===== config.mk =====
export PLATFORM = sky130hd
export DESIGN_NAME = cpu_read_sequencer
export DESIGN_NICKNAME = d
export VERILOG_FILES = /design/src/rtl/cpu_rd_pkg.sv /design/src/rtl/cpu_rd_prio_enc.sv /design/src/rtl/cpu_read_sequencer.sv
export SDC_FILE = /design/constraint.sdc
export NUM_CORES = 1
export LEC_CHECK = 0
export BUFFER_PORTS_ARGS = -buffer_cell sky130_fd_sc_hd__buf_2
export CAP_MARGIN = 20
export CORE_MARGIN = 2
export CORE_UTILIZATION = 44
export CTS_BUF_LIST = sky130_fd_sc_hd__clkbuf_4 sky130_fd_sc_hd__clkbuf_8
export DETAILED_ROUTE_END_ITERATION = 6
export PLACE_DENSITY = 0.79
export SETUP_SLACK_MARGIN = 0.4
export SLEW_MARGIN = 20
export SYNTH_ARGS = -nofsm -noshare
export SYNTH_HDL_FRONTEND = slang
export SYNTH_SLANG_ARGS = --single-unit

===== constraint.sdc =====
create_clock -name pll0_250MHz -period 6.3 [get_ports pll0_250MHz]
set_input_delay 0.63 -clock pll0_250MHz [delete_from_list [all_inputs] [get_ports pll0_250MHz]]
set_output_delay 0.63 -clock pll0_250MHz [all_outputs]
set_load 0.05 [all_outputs]

===== src/rtl/cpu_rd_pkg.sv =====
// Shared types and constants for the Z80 read sequencer.
package cpu_rd_pkg;
  typedef enum logic [1:0] {IDLE, WAIT, HOLD} state_e;

  localparam int NREQ_DEF    = 7;
  localparam int WBITS_DEF   = 4;
  localparam int TIMEOUT_DEF = 64;

  localparam logic [7:0] FLOAT_BYTE = 8'hFF;
  localparam logic [7:0] RESET_BYTE = 8'h00;

  localparam int REQ_ROM     = 0;
  localparam int REQ_PORTCON = 1;
  localparam int REQ_RAM     = 2;
  localparam int REQ_LED     = 3;
  localparam int REQ_IOBYTE  = 4;
  localparam int REQ_USBRXD  = 5;
  localparam int REQ_USBSTAT = 6;
endpackage


===== src/rtl/cpu_rd_prio_enc.sv =====
// Lowest-set-bit priority encoder: one-hot grant plus binary index.
module cpu_rd_prio_enc #(
  parameter int N  = 7,
  parameter int IW = (N > 1) ? $clog2(N) : 1
) (
  input  logic [N-1:0]  req,
  output logic [N-1:0]  onehot,
  output logic [IW-1:0] idx,
  output logic          any
);
  // Scan from the top so the lowest set bit is the final writer.
  always_comb begin
    onehot = '0;
    idx    = '0;
    for (int i = N - 1; i >= 0; i--) begin
      if (req[i]) begin
        onehot    = '0;
        onehot[i] = 1'b1;
        idx       = IW'(i);
      end
    end
  end

  assign any = |req;
endmodule


===== src/rtl/cpu_read_sequencer.sv =====
// Z80 read-cycle sequencer: fixed-priority grant, wait-state insertion, registered DI.
// Optional WAIT timeout abort enabled by defining SEQ_TIMEOUT_EN.
module cpu_read_sequencer
  import cpu_rd_pkg::*;
#(
  parameter int NREQ    = NREQ_DEF,
  parameter int WBITS   = WBITS_DEF,
  parameter int TIMEOUT = TIMEOUT_DEF
) (
  input  logic                  pll0_250MHz,
  input  logic                  n_reset,
  input  logic                  cpu_rd_n,
  input  logic [NREQ-1:0]       req,
  input  logic [NREQ*WBITS-1:0] wait_cfg,
  input  logic [NREQ-1:0]       dev_ready,
  input  logic [NREQ*8-1:0]     dev_data,
  output logic [NREQ-1:0]       grant,
  output logic                  cpu_wait_n,
  output logic [7:0]            cpu_di,
  output logic                  busy
`ifdef SEQ_TIMEOUT_EN
  ,
  output logic                  timeout
`endif
);
  localparam int IW = (NREQ > 1) ? $clog2(NREQ) : 1;

  state_e              state_q, state_d;
  logic [NREQ-1:0]     grant_q, grant_d;
  logic [IW-1:0]       gidx_q, gidx_d;
  logic [WBITS-1:0]    cnt_q, cnt_d;
  logic                wait_n_q, wait_n_d;
  logic [7:0]          di_q, di_d;

  logic [NREQ-1:0][WBITS-1:0] wcfg_a;
  logic [NREQ-1:0][7:0]       data_a;
  logic [NREQ-1:0]            enc_onehot;
  logic [IW-1:0]              enc_idx;
  logic                       enc_any;
  logic                       tmo_hit;

  assign wcfg_a = wait_cfg;
  assign data_a = dev_data;

  cpu_rd_prio_enc #(.N(NREQ), .IW(IW)) u_enc (
    .req    (req),
    .onehot (enc_onehot),
    .idx    (enc_idx),
    .any    (enc_any)
  );

`ifdef SEQ_TIMEOUT_EN
  localparam int TW = $clog2(TIMEOUT + 1);
  logic [TW-1:0] tcnt_q;
  logic          tmo_q;

  // tcnt_q equals the number of WAIT edges already taken; abort on the TIMEOUT-th.
  assign tmo_hit = (state_q == WAIT) && !cpu_rd_n && (tcnt_q == TW'(TIMEOUT - 1));

  always_ff @(posedge pll0_250MHz or negedge n_reset) begin
    if (!n_reset) begin
      tcnt_q <= '0;
      tmo_q  <= 1'b0;
    end else if (state_q == IDLE && state_d == WAIT) begin
      tcnt_q <= '0;
      tmo_q  <= 1'b0;
    end else if (state_q == WAIT) begin
      tcnt_q <= tcnt_q + 1'b1;
      if (tmo_hit) tmo_q <= 1'b1;
    end
  end

  assign timeout = tmo_q;
`else
  logic unused_tmo_cfg;
  assign unused_tmo_cfg = (TIMEOUT > 0);
  assign tmo_hit        = 1'b0;
`endif

  always_ff @(posedge pll0_250MHz or negedge n_reset) begin
    if (!n_reset) begin
      state_q  <= IDLE;
      grant_q  <= '0;
      gidx_q   <= '0;
      cnt_q    <= '0;
      wait_n_q <= 1'b1;
      di_q     <= RESET_BYTE;
    end else begin
      state_q  <= state_d;
      grant_q  <= grant_d;
      gidx_q   <= gidx_d;
      cnt_q    <= cnt_d;
      wait_n_q <= wait_n_d;
      di_q     <= di_d;
    end
  end

  always_comb begin
    state_d  = state_q;
    grant_d  = grant_q;
    gidx_d   = gidx_q;
    cnt_d    = cnt_q;
    wait_n_d = wait_n_q;
    di_d     = di_q;
    unique case (state_q)
      IDLE: begin
        if (!cpu_rd_n) begin
          if (enc_any) begin
            grant_d  = enc_onehot;
            gidx_d   = enc_idx;
            cnt_d    = wcfg_a[enc_idx];
            wait_n_d = 1'b0;
            state_d  = WAIT;
          end else begin
            di_d    = FLOAT_BYTE;
            state_d = HOLD;
          end
        end
      end
      WAIT: begin
        if (cpu_rd_n) begin
          grant_d  = '0;
          wait_n_d = 1'b1;
          state_d  = IDLE;
        end else if (tmo_hit) begin
          di_d     = FLOAT_BYTE;
          wait_n_d = 1'b1;
          state_d  = HOLD;
        end else if (cnt_q != '0) begin
          cnt_d = cnt_q - 1'b1;
        end else if (dev_ready[gidx_q]) begin
          di_d     = data_a[gidx_q];
          wait_n_d = 1'b1;
          state_d  = HOLD;
        end
      end
      HOLD: begin
        if (cpu_rd_n) begin
          grant_d = '0;
          state_d = IDLE;
        end
      end
      default: begin
        grant_d  = '0;
        wait_n_d = 1'b1;
        state_d  = IDLE;
      end
    endcase
  end

  assign grant      = grant_q;
  assign cpu_wait_n = wait_n_q;
  assign cpu_di     = di_q;
  assign busy       = (state_q != IDLE);
endmodule


======== Word-level counts from Yosys, hierarchy flattened ========
Cells that the tools add are included.
storage, ports and cells
  output and inout port bits .............. 17
  register bits after elaboration ......... 25
  logic and storage cells ................. 84
  bits of input ports ..................... 101
cells by class
  bitwise logic cells ..................... 2
  add/subtract/negate cells ............... 1
  reduce and logical (&&, ||, !) cells .... 12
  equality and inequality tests ........... 13
  multiplexer cells ....................... 48
  order comparisons ....................... 2
operators by type and width
  operator                                            number
  2-to-1 mux 7 bit                                    10
  2-to-1 mux 8 bit                                    6
  binary-select mux 8 bit (select 3 bit)              1
  2-to-1 mux 3 bit                                    7
  2-to-1 mux 4 bit                                    5
  inequality test 2 bit, second input constant        8
  case mux 8 bit (2 select lines)                     1
  case mux 7 bit (2 select lines)                     1
  binary-select mux 4 bit (select 3 bit)              1
  2-to-1 mux 2 bit                                    6
  AND reduction 5 bit                                 2
  < comparator 3 x 4 -> 1 bit, second input constant  2
  case mux 4 bit (2 select lines)                     1
  OR reduction 7 bit                                  1
  2-to-1 mux 1 bit                                    6
  inequality test 3 bit, second input constant        2
  case mux 2 bit (3 select lines)                     1
  AND reduction 3 bit                                 2
  AND reduction 6 bit                                 1
  AND reduction 4 bit                                 1
  nonzero test 2 bit                                  2
  nonzero test 4 bit                                  1
  subtractor 4 x 1 -> 4 bit, second input constant    1
  binary-select mux 1 bit (select 3 bit)              1
  7 further kinds                                     8

======== Logic depth before layout (Yosys ltp) ========
  depth in word-level cells ............... 12
  mapped depth ............................ 10
  mapped depth without buffers ............ 8

======== By module ========
Synthesis repeated with hierarchy kept, for this count alone.
second synthesis, totals
  cell total of the unflattened synthesis .. 221
  area total of the unflattened synthesis .. 2103.3 um^2
by module, submodules not included
  module              instances  area each (um^2)  sequential area each (um^2)  cells each
  cpu_read_sequencer  1          1984.4            626.9                        201
  cpu_rd_prio_enc     1          118.9             0.0                          20

======== Worst setup path after synthesis ========
Ideal clock, no wire load.
  path type ............................... register to register
  from .................................... reg state_q[0]
  to ...................................... reg di_q[6] (netlist: cpu_di[6])
  period minus slack after synthesis ...... 2.160 ns
  arrival time ............................ 2.039 ns
  path buffers ............................ 2
  path slack .............................. 4.140 ns
  stages on the path, launching flop included .. 11
  required time ........................... 6.179 ns
  library setup time ...................... 0.121 ns
  cells stage by stage .................... dfrtp_1 inv_1 ha_1 clkbuf_1 inv_1 nor3_2 a21oi_1 nor2_4 buf_6 a31oi_1 o22a_1
on the way
  longest elaborated chain between the ends .. 3
  elaborated cells on any way between the ends .. 10
  classes of those cells .................. 6 x eq/ne; 1 x mux; 3 x reduce/logical
ends and longest elaborated chain
  what                                                                                 line                       source
  start, declared                                                                      cpu_read_sequencer.sv:28   state_e state_q, state_d;
  start signal, assigned                                                               cpu_read_sequencer.sv:89   state_q <= state_d;
  equality test 2 x 1 -> 1 bit / logical NOT 2 bit (equally long branches)             cpu_read_sequencer.sv:105  unique case (state_q)
  inequality test 2 bit (no source line) / nonzero test 2 bit (equally long branches)  --
  AND reduction 6 bit (no source line)                                                 --
  end signal, assigned                                                                 cpu_read_sequencer.sv:94   di_q <= di_d;
  end, declared                                                                        cpu_read_sequencer.sv:33   logic [7:0] di_q, di_d;
Parallel ways exist; a longest one is shown, timed or not.
A chain may end at the register's enable or synchronous reset.

======== Worst setup path after layout ========
  from .................................... reg gidx_q[1]
  to ...................................... reg state_q[0]
on the way
  longest elaborated chain between the ends .. 4
ends and longest elaborated chain
  what                                    line                       source
  start, declared                         cpu_read_sequencer.sv:30   logic [IW-1:0] gidx_q, gidx_d;
  start signal, assigned                  cpu_read_sequencer.sv:91   gidx_q <= gidx_d;
  binary-select mux 1 bit (select 3 bit)  cpu_read_sequencer.sv:131  end else if (dev_ready[gidx_q]) begin
  2-to-1 mux 1 bit (implied by the code)  cpu_read_sequencer.sv:131
  inequality test 3 bit (no source line)  --
  AND reduction 4 bit (no source line)    --
No other way between the ends. The select of a mux whose other input is x is not followed.

==> impl_metrics.ini <==
[run_status]
status = finished, final reports clean

[power]
p_sw_mw = 0.462
p_per_area_nw_per_um2 = 331
ir_drop_uv = 168
p_int_mw = 0.475
clockPowerShare_pct = 11.0
leakagePower_nw = 1.34
power_frac_comb_pct = 57.7
p_seq_share_pct = 31.3
netSwitchingFraction_pct = 49.3

[cts]
htree_num_levels = 1
clkSlewWorstSetupHoldPaths_ps = 100
post_cts_buffers = 0
clock_sinks = 25
root_buffer = clkbuf_8
tritoncts = built
worstSkewPairLatency_ps = 280
cts_max_path_buffers = 2
postCtsResizedCells = 0
hold_buffers = 0
cts_made_buffers = 3

[placed_design]
gp_congestion = 0.890
place.port_buffers = 117
hpwl_mm = 5.09

[floorplan]
die_h_um = 74.5
dieArea_um2 = 5550
num_rows = 25
start_util_pct = 46.0
die_x_um = 74.5
core_area_um2 = 4750
io_pins = 118

[timing]
fin_setup_tns_ps = 0
setup-violations-final = 0
maxSlewViolCount = 0
max_slew_margin_pct = 40.0
rsz0062_at_grt = false
hold_violations = 0
period_minus_slack_ps = 2670
finClkSkew_ps = 2.88
post-route-period-util_pct = 42.4
holdWs_ps = 335
fmax_mhz = 374
tightest_slew_ps = 900

[logic_synthesis]
synth-seq-cells = 25
synth_top_area_share_pct = 27.5
synth.distinct_cells = 54
synth_area_leaders = dfrtp_1 (27%), mux4_2 (9.3%), mux2i_1 (7.3%), nand2_1 (5.2%), o22a_1 (4.0%)
synth_common_cells = nand2_1 (30), dfrtp_1 (24), nor2_1 (22)
synth_flop_cell = dfrtp_1
synth_compound_area_share_pct = 26.0
seq_area_frac_synth_pct = 28.7
synth_most_common_cell = nand2_1
postSynthCellCount = 246
synth_top_area_cell = dfrtp_1
syn_area_um2 = 2190
muxShareOfSynthArea_pct = 17.8
syn_avg_cell_area_um2 = 8.89
yosys.area_share.simple_pct = 19.9
yosysWarnings = 0
ys_async_sr_fraction_pct = 100
synth_fa_ha_area_share_pct = 2.29
syn-num-nets = 351
synth_top_family_by_area = compound AO/OA/AOI/OAI gates
synth-xor-area-share_pct = 0
synth_edf_count = 0

[drt]
drc = 0
dr.pass1.iters = 4
viasPerCell = 5.65
ant_nets = 0
drt-total-wl_mm = 6.37
wl_per_cell_um = 15.2
drt_iter0_markers = 214
num_vias = 2366

[worst_setup_path]
reg2reg_depth = 6
timing_worst_setup_path_type = register to register
cp-end-kind = register
crit_top_cell = nor2_1
crit_required_ps = 6470
critPathBufInv = 0
cp-start-kind = register
critPathTopFamily = flip-flops
slowest_delay_ps = 940
regToRegStartpoint = gidx_q[1]
critPathMaxFanout = 21
worstReg2RegEnd = state_q[0]
regToRegSetupSlack_ps = 3630
path_cells = mux4_2, nor2_1, a211oi_4, o21ai_0, nor2_1, a211o_1
cpMaxStageDelayCell = dfrtp_1
cp.arrival_ps = 2840

[final_layout]
n_antenna_cell = 0
nNetsFinal = 458
drive_above_1_share_pct = 41.2
area_growth_pct = 29.4

[global_routing]
grt_overflow = 0
grt_usage_pct = 23.3
grt_pass1_wl_mm = 9.99
antenna_found_initial = 0
grt_pass1_vias = 2216
grt_max_degree = 26

[run]
drv_cap = 0

[hold_path]
holdCritPathClass = input port to async pin
metrics by stage:
stage               total power, mW  cell area [um^2]  std cells  utilization, %  setup WS [ps]
CTS                           0.939              2830        419            59.5           3620
global placement              0.818              2780        415            58.5           3730
finish                        0.937              2830        419            59.5           3630
detailed placement            0.835              2780        415            58.5           3630
floorplan                     0.706              2190        246               -           4140
global route                   1.01              2830        419            59.5           3390
power groups by stage:
stage	combinational [mW]	sequential (mW)	clock, mW
after global placement	0.523	0.295	0
after global routing	0.592	0.307	0.111
after floorplan	0.379	0.327	0
after CTS	0.540	0.295	0.104
final	0.540	0.294	0.103
after detailed placement	0.537	0.298	0
routing by layer:
layer / vias to the layer above / wire length, um / global-route usage, %
met3: 16 / 292 / 3.93
met5: - / 0 / 0
met4: 0 / 139 / 9.13
met1: 1143 / 2580 / 29.6
met2: 63 / 3360 / 39.4
li1: 1144 / - / -
sequential cells by signal, summed over array words and instances (netlist names):
signal      flops
cpu_di          8
grant           7
cnt_q           4
gidx_q          3
state_q         2
cpu_wait_n      1
cell usage in the layout, fill, tap and decap left out, drive strengths merged, types with 2 or more instances in the layout:
master  Yosys  final
buf         6    117
nand2      31     31
dfrtp      24     24
nor2       23     23
mux2i      16     16
o21ai      16     16
inv        11     11
o211ai     10     10
a31oi      10     10
o22a       10     10
mux4        9      9
nor3        8      8
nand3       6      6
a21oi       6      6
nand2b      5      5
o31ai       5      5
or3         4      4
ha          4      4
nor2b       3      3
clkbuf      9      3
a211oi      3      3
or3b        2      2
a21o        2      2
nand4       2      2
mux2        2      2
worst max path at each step:
stage,from,to,slack (ps),cells after the start
finish,gidx_q[1],state_q[0],3630,6
global route,gidx_q[1],state_q[0],3390,6
CTS,gidx_q[1],state_q[0],3620,6
detailed placement,gidx_q[1],state_q[0],3630,6
global placement,gidx_q[1],state_q[0],3730,5
floorplan,state_q[0],cpu_di[6],4140,10
cell type report:
type | count | area (um^2)
sequential | 25 | 627
timing repair buffer | 117 | 586
multi-input combinational | 195 | 1440
inverter | 11 | 41.3
fill | 476 | 1930
tap | 67 | 83.8
clock inverter | 1 | 7.51
clock buffer | 3 | 41.3
kinds of logic (layout without fill, tap and decap cells):
group                      count (synthesis)  after routing
and+or+nand+nor                           89             89
muxes                                     27             27
adders and majority gates                  4              4
AOI/OAI and AO/OA                         75             75
buffers and inverters                     26            132
DFF                                       25             25
No activity file was read; power rests on OpenSTA's default activity.
